## config.mk

```make
export PLATFORM = sky130hd
export DESIGN_NAME = down_counter_mux
export DESIGN_NICKNAME = d
export VERILOG_FILES = /design/src/rtl/down_counter_mux.sv
export SDC_FILE = /design/constraint.sdc
export NUM_CORES = 1
export LEC_CHECK = 0
export ABC_CLOCK_PERIOD_IN_PS = 4300
export BUFFER_PORTS_ARGS = -buffer_cell sky130_fd_sc_hd__clkbuf_2
export CORE_AREA = 2 2 67 81
export CTS_BUF_LIST = sky130_fd_sc_hd__clkbuf_8
export DETAILED_ROUTE_END_ITERATION = 10
export DIE_AREA = 0 0 69 83
export GPL_TIMING_DRIVEN = 1
export PLACE_DENSITY = 0.75
export SYNTH_ARGS = -nofsm -noshare
export SYNTH_HDL_FRONTEND = slang
export SYNTH_SLANG_ARGS = --single-unit
```

## constraint.sdc

```tcl
create_clock -name dcm_clk -period 4.3 [get_ports dcm_clk]
set_clock_uncertainty 0.2 [all_clocks]
set_input_delay 0.43 -clock dcm_clk [delete_from_list [all_inputs] [get_ports dcm_clk]]
set_output_delay 0.43 -clock dcm_clk [all_outputs]
set_load 0.03 [all_outputs]
```

## src/rtl/down_counter_mux.sv

```systemverilog
// Two-digit down counter with runtime hex/BCD mode, synchronous load, wrap/hold at
// zero, a prescaled step rate and a registered terminal-count pulse.
module down_counter_mux #(
  parameter int unsigned TICK_DIV = 1,
  parameter int unsigned TICK_W   = 27
) (
  input  logic       dcm_clk,
  input  logic       dcm_rst,
  input  logic       dcm_en,
  input  logic       dcm_sel,
  input  logic       dcm_load,
  input  logic [7:0] dcm_load_val,
  input  logic       dcm_wrap,
  output logic [7:0] dcm_out,
  output logic       dcm_zero,
  output logic       dcm_tc
);

  localparam logic [TICK_W-1:0] PRESC_LAST = TICK_W'(TICK_DIV - 1);

  logic [7:0]        out_q, out_d;
  logic              zero_q;
  logic              tc_q, tc_d;
  logic [TICK_W-1:0] presc_q, presc_d;
  logic              sel_q;
  logic              init_q;
  logic              mode_chg;
  logic              step;

  function automatic logic [3:0] clamp_digit(input logic [3:0] d);
    return (d > 4'd9) ? 4'd9 : d;
  endfunction

  function automatic logic [7:0] mode_max(input logic bcd);
    return bcd ? 8'h99 : 8'hFF;
  endfunction

  // Caller guarantees v != 0; out-of-range digits are pinned to 9 before the borrow.
  function automatic logic [7:0] bcd_dec(input logic [7:0] v);
    logic [3:0] hi;
    logic [3:0] lo;
    hi = clamp_digit(v[7:4]);
    lo = clamp_digit(v[3:0]);
    if (lo != 4'd0) return {hi, lo - 4'd1};
    else            return {hi - 4'd1, 4'd9};
  endfunction

  // sel_q cannot capture dcm_sel asynchronously, so the first edge after reset
  // release is never treated as a mode change; this makes sel_q track the
  // select value present at release.
  assign mode_chg = init_q && (dcm_sel != sel_q);
  assign step     = dcm_en && (presc_q == PRESC_LAST);

  always_comb begin
    out_d   = out_q;
    presc_d = presc_q;
    tc_d    = 1'b0;
    if (dcm_load) begin
      out_d   = dcm_sel ? {clamp_digit(dcm_load_val[7:4]), clamp_digit(dcm_load_val[3:0])}
                        : dcm_load_val;
      presc_d = '0;
    end else if (mode_chg) begin
      out_d   = mode_max(dcm_sel);
      presc_d = '0;
    end else if (step) begin
      presc_d = '0;
      if (out_q == 8'h00) begin
        out_d = dcm_wrap ? mode_max(dcm_sel) : 8'h00;
      end else begin
        out_d = dcm_sel ? bcd_dec(out_q) : out_q - 8'h01;
        tc_d  = (out_d == 8'h00);
      end
    end else if (dcm_en) begin
      presc_d = presc_q + 1'b1;
    end
  end

  always_ff @(posedge dcm_clk or negedge dcm_rst) begin
    if (!dcm_rst) begin
      out_q   <= '0;
      zero_q  <= 1'b1;
      tc_q    <= 1'b0;
      presc_q <= '0;
      sel_q   <= 1'b0;
      init_q  <= 1'b0;
    end else begin
      out_q   <= out_d;
      zero_q  <= (out_d == 8'h00);
      tc_q    <= tc_d;
      presc_q <= presc_d;
      sel_q   <= dcm_sel;
      init_q  <= 1'b1;
    end
  end

  assign dcm_out  = out_q;
  assign dcm_zero = zero_q;
  assign dcm_tc   = tc_q;

endmodule
```

After elaboration in Yosys (flattened, before gate mapping)
Cells that the tools add are included.
- logic and storage cells: 48
- bits of input ports: 14
- memory bits (writable): 0
- output and inout bits: 10
- bits in latches: 0
- memories kept: 0
- ROM bits: 0
- register bits: 39
- multiply operators: 0
- div/mod/pow operators: 0
- bitwise gates (word level): 0
- reductions and logical operators: 8
- order comparisons: 4
- muxes and demuxes: 25
- add/sub/neg operators: 4
- shifts and indexed selects: 0
- equal/unequal tests: 1
- operators with widths (kind ; count):
    27-bit 2-to-1 mux ; 4
    8-bit 2-to-1 mux ; 12
    27-bit by 1-bit adder with 27-bit output, second input constant ; 1
    27-bit zero test ; 1
    8-bit zero test ; 3
    4-bit > comparator, second input constant ; 4
    4-bit 2-to-1 mux ; 4
    4-bit nonzero test ; 2
    4-bit by 1-bit subtractor with 4-bit output, second input constant ; 2
    8-bit by 1-bit subtractor with 8-bit output, second input constant ; 1
    7-bit 2-to-1 mux ; 1
    1-bit 2-to-1 mux ; 4
    1-bit logical AND ; 2
    1-bit inequality test ; 1

Depth between registers and ports, before layout
- depth after elaboration: 14
- depth in mapped cells: 10
- depth with buffers taken out: 9

Least setup slack after synthesis
OpenSTA, ideal clock, no wires.
- kind: register to register
- start point: register out_q[1] (netlist: dcm_out[1])
- end point: register zero_q (netlist: dcm_zero)
- arrival: 2333 ps
- clock period less this slack: 2620 ps
- setup slack: 1680 ps
- required time: 4013 ps
- setup time: 87 ps
- path buffers: 1
- stages on the path, launching flop included: 10
- cells stage by stage: dfrtp_1 clkbuf_1 inv_1 ha_1 or3b_4 nor2_2 a2111oi_0 o311ai_4 nand4bb_1 nor4_2
- word-level cells in the longest chain between the ends: 14
- elaborated cells between the ends (all ways): 17
- classes of those cells: add/sub (2); order compare (1); mux (11); reduce/logical (3)
- ends and longest elaborated chain (element ; line ; RTL):
    from (decl) ; 21 ; logic [7:0] out_q, out_d;
    from (signal assigned) ; 87 ; out_q <= out_d;
    4-bit > comparator ; 31 ; return (d > 4'd9) ? 4'd9 : d;
    4-bit 2-to-1 mux ; 31 ;
    4-bit by 1-bit subtractor with 4-bit output or 4-bit nonzero test (tied branches) ; 44 ; if (lo != 4'd0) return {hi, lo - 4'd1};
    8-bit 2-to-1 mux ; 44 ;
    8-bit 2-to-1 mux ; 67 ; if (out_q == 8'h00) begin
    8-bit 2-to-1 mux ; 65 ; end else if (step) begin
    8-bit 2-to-1 mux ; 62 ; end else if (mode_chg) begin
    8-bit 2-to-1 mux ; 58 ; if (dcm_load) begin
    8-bit 2-to-1 mux ; 70 ; out_d = dcm_sel ? bcd_dec(out_q) : out_q - 8'h01;
    8-bit 2-to-1 mux ; 67 ;
    8-bit 2-to-1 mux * ; 65 ;
    8-bit 2-to-1 mux * ; 62 ;
    8-bit 2-to-1 mux * ; 58 ;
    8-bit zero test * ; 88 ; zero_q <= (out_d == 8'h00);
    to (signal assigned) ; 88 ;
    to (decl) ; 22 ; logic zero_q;
Every way passes the cells marked *; elsewhere a longest branch is shown, timed or not. The select of a mux whose other input is x is not followed.
A chain may end at the register's enable or synchronous reset.

Final worst setup path
- start point: register out_q[0] (netlist: dcm_out[0])
- end point: register zero_q (netlist: dcm_zero)
The elaborated chain is that of the path after synthesis.

==> flow_results.xml <==
<?xml version="1.0" encoding="UTF-8"?>
<metrics>
  <group name="layout">
    <metric name="layout.area.seq" unit="um2">977</metric>
    <metric name="drive_above_1_share" unit="%">16.0</metric>
    <metric name="n_fill_cell" unit="">454</metric>
    <metric name="multi_input_area" unit="um2">1550</metric>
    <metric name="antenna_cells" unit="">0</metric>
    <metric name="num-nets-final" unit="">336</metric>
    <metric name="synthToLayoutAreaGrowth" unit="%">8.90</metric>
    <metric name="layoutNonFillerInstCount" unit="">378</metric>
    <metric name="fin_util" unit="%">58.7</metric>
  </group>
  <group name="clocking">
    <metric name="worstSkewPairLatency" unit="ps">300</metric>
    <metric name="tritoncts_clock_tree" unit="">yes</metric>
    <metric name="number_of_h_tree_levels" unit="">2</metric>
    <metric name="worst_setup_hold_path_clk_slew" unit="ps">80</metric>
    <metric name="holdBufCountCts" unit="">0</metric>
    <metric name="post_cts.resized_instances" unit="">0</metric>
    <metric name="postCtsSetupBuffers" unit="">0</metric>
    <metric name="cts.sink_count" unit="">39</metric>
    <metric name="cts_made_buffers" unit="">5</metric>
    <metric name="clock_tree.root_cell" unit="">sky130_fd_sc_hd__clkbuf_8</metric>
    <metric name="cts_max_path_buffers" unit="">2</metric>
  </group>
  <group name="flow_run">
    <metric name="max_cap_viol_count" unit="">0</metric>
  </group>
  <group name="die">
    <metric name="io_pins" unit="">24</metric>
    <metric name="coreArea" unit="um2">4900</metric>
    <metric name="die_boundary_width" unit="um">69</metric>
    <metric name="initial_core_util" unit="%">53.9</metric>
    <metric name="floorplan.die.height" unit="um">83</metric>
    <metric name="die_footprint" unit="um2">5730</metric>
    <metric name="rows" unit="">28</metric>
  </group>
  <group name="setup_path">
    <metric name="worst-endpoint-required" unit="ps">4310</metric>
    <metric name="crit-reg2reg-launch" unit="">dcm_out[0]</metric>
    <metric name="r2r_cells" unit="">8</metric>
    <metric name="critical-path-max-stage-delay" unit="ps">560</metric>
    <metric name="cp_top_family" unit="">simple AND/OR/NAND/NOR gates</metric>
    <metric name="timing.critical_path.depth" unit="">8</metric>
    <metric name="slowest_stage" unit="">sky130_fd_sc_hd__nor3b_1</metric>
    <metric name="cp-start-kind" unit="">flop</metric>
    <metric name="worstSetupStartpoint" unit="">dcm_out[0]</metric>
    <metric name="worstSetupEndpointType" unit="">flop</metric>
    <metric name="timing.rr.end" unit="">dcm_zero</metric>
    <metric name="maximum_fanout_along_the_worst_path" unit="">10</metric>
    <metric name="worst-path-buf-inv" unit="">1</metric>
    <metric name="worst-r2r-setup-slack" unit="ps">1520</metric>
    <metric name="path_class" unit="">flop to flop</metric>
    <metric name="worst-endpoint-arrival" unit="ps">2800</metric>
    <metric name="cp_cell_sequence" unit="">inv_1 -&gt; ha_1 -&gt; nor3b_1 -&gt; a21o_1 -&gt; a21oi_1 -&gt; o311ai_4 -&gt; nand4bb_1 -&gt; nor4_2</metric>
  </group>
  <group name="detailed_routing">
    <metric name="drt_wl_total" unit="mm">6.24</metric>
    <metric name="detail_route.first_pass.iterations" unit="">4</metric>
    <metric name="detail-route-antenna-nets" unit="">0</metric>
    <metric name="via_count" unit="">2341</metric>
    <metric name="drt-initial-drc-count" unit="">180</metric>
    <metric name="detail_route.wl_per_cell" unit="um">16.5</metric>
    <metric name="drc" unit="">0</metric>
    <metric name="detail_route.vias_per_cell" unit="">6.19</metric>
  </group>
  <group name="min_path">
    <metric name="min-delay-path-class" unit="">input port to async pin</metric>
  </group>
  <group name="power">
    <metric name="leakage" unit="uW">0.00117</metric>
    <metric name="power.density" unit="nW/um2">320</metric>
    <metric name="worst_ir_drop_vdd" unit="V">0.000212</metric>
  </group>
  <group name="sta">
    <metric name="timing_max_transition_violations_final" unit="">0</metric>
    <metric name="hold-worst-slack" unit="ps">88.0</metric>
    <metric name="finalCriticalPeriod" unit="ps">2780</metric>
    <metric name="setup_total_negative_slack" unit="ps">0</metric>
    <metric name="hold_viol_final" unit="">0</metric>
    <metric name="timing.fmax" unit="GHz">0.359</metric>
    <metric name="worst_tran_pin_value" unit="ps">990</metric>
    <metric name="rsz_0062_raised_after_global_routing" unit="">no</metric>
    <metric name="slew-limit-headroom" unit="%">34.0</metric>
    <metric name="finalSetupViolCount" unit="">0</metric>
    <metric name="fin_crit_sh" unit="%">64.8</metric>
  </group>
  <group name="synth">
    <metric name="syn_nets" unit="">318</metric>
    <metric name="synth_flop_type" unit="">sky130_fd_sc_hd__dfrtp_1</metric>
    <metric name="syn_area" unit="um2">2640</metric>
    <metric name="syn-mean-instance-area" unit="um2">8.84</metric>
    <metric name="synth_enable_flop_cells" unit="">0</metric>
    <metric name="synth_cells" unit="">299</metric>
    <metric name="synth_warnings" unit="">0</metric>
    <metric name="netlist-cell-type-count" unit="">63</metric>
    <metric name="synth_sequential_area_ratio" unit="%">37.0</metric>
    <metric name="count_of_state_elements_after_synthesis" unit="">39</metric>
    <metric name="async_flop_share" unit="%">100</metric>
  </group>
  <group name="grt">
    <metric name="gr-usage-all-layers" unit="%">23.2</metric>
    <metric name="grt_antenna_before_repair" unit="">0</metric>
    <metric name="grt_pass1_wl" unit="mm">10.9</metric>
    <metric name="grt_overflow_total" unit="">0</metric>
    <metric name="largest_net_degree_at_the_start_of_global_routing" unit="">40</metric>
    <metric name="grt_pass1_vias" unit="">2331</metric>
  </group>
  <group name="place">
    <metric name="placed_cells_incl_taps" unit="">370</metric>
    <metric name="place.gp.congestion" unit="">0.929</metric>
    <metric name="port_buffers" unit="">23</metric>
    <metric name="hpwl" unit="mm">4.54</metric>
  </group>
  <group name="run_status">
    <metric name="status" unit="">finished clean</metric>
  </group>
</metrics>
==> flip-flops by register name (all words and copies together), names as in the netlist <==
name,flops
dcm_out,8
dcm_tc,1
dcm_zero,1
init_q,1
presc_q,27
sel_q,1
==> worst max-delay path by stage <==
stage | slack, ps | to
floorplan | 1680 | dcm_zero
global placement | 1490 | dcm_zero
detailed placement | 1370 | dcm_zero
CTS | 1540 | dcm_zero
global route | 1330 | dcm_zero
finish | 1520 | dcm_zero
==> cells by family (layout without fill, tap and decap cells) <==
group	count (synthesis)	in the layout	share of synthesized area (%)
adder cells (fa/ha/maj)	5	5	2.37
flip-flops	39	39	37.0
AND/OR/NAND/NOR	139	139	29.8
AO/OA/AOI/OAI	69	69	18.2
XOR/XNOR	21	21	6.96
buffers and inverters	22	41	4.45
multiplexers	3	3	1.14
other	1	1	0.142
==> final cells by class <==
cell class	count	area share, %
Inverter	8	1.04
Multi-Input combinational cell	238	53.8
Timing Repair Buffer	25	4.52
Sequential cell	39	34.0
Clock inverter	2	1.22
Clock buffer	6	2.87
Tap cell	60	2.61
==> power breakdown <==
group / total, uW / internal [uW] / switching, uW / leakage (uW)
Clock: 322 / 188 / 134 / 0.0000612
Combinational: 186 / 69.5 / 117 / 0.000591
Sequential: 411 / 378 / 33.3 / 0.000515
==> cells in the mapped netlist, types with 7 or more instances <==
cell type                 number  area (um2)
sky130_fd_sc_hd__a21oi_1      15        75.1
sky130_fd_sc_hd__and3_1        8        50.1
sky130_fd_sc_hd__dfrtp_1      38         951
sky130_fd_sc_hd__inv_1         8        30.0
sky130_fd_sc_hd__nand2_1      21        78.8
sky130_fd_sc_hd__nand3_1      16        80.1
sky130_fd_sc_hd__nand4_1      12        75.1
sky130_fd_sc_hd__nor2_1       27         101
sky130_fd_sc_hd__nor3_1       12        60.1
sky130_fd_sc_hd__nor4_1        7        43.8
sky130_fd_sc_hd__o21ai_0      20         100
sky130_fd_sc_hd__xor2_1       17         149
==> layout by cell type (no fill, tap or decap), types with 8 or more instances in the layout <==
master                     synthesis  layout
sky130_fd_sc_hd__a21oi_1          15      15
sky130_fd_sc_hd__and3_1            8       8
sky130_fd_sc_hd__clkbuf_2          0      23
sky130_fd_sc_hd__dfrtp_1          38      38
sky130_fd_sc_hd__inv_1             8       8
sky130_fd_sc_hd__nand2_1          21      21
sky130_fd_sc_hd__nand3_1          16      16
sky130_fd_sc_hd__nand4_1          12      12
sky130_fd_sc_hd__nor2_1           27      27
sky130_fd_sc_hd__nor3_1           12      12
sky130_fd_sc_hd__o21ai_0          20      20
sky130_fd_sc_hd__xor2_1           17      17
==> routing by layer <==
layer / global-route usage (%) / vias to the layer above / wire length, um
met5: 0 / - / 0
met4: 11.6 / 0 / 203
met3: 3.76 / 16 / 249
met2: 39.0 / 64 / 3180
met1: 28.6 / 1121 / 2610
li1: - / 1140 / -
==> through the flow <==
step	power (uW)	area (um2)	setup slack, ps
CTS	926	2880	1540
floorplan	555	2640	1680
finish	919	2880	1520
global route	966	2880	1330
detailed placement	603	2760	1370
global placement	599	2760	1490
No activity file was read; power rests on OpenSTA's default activity.
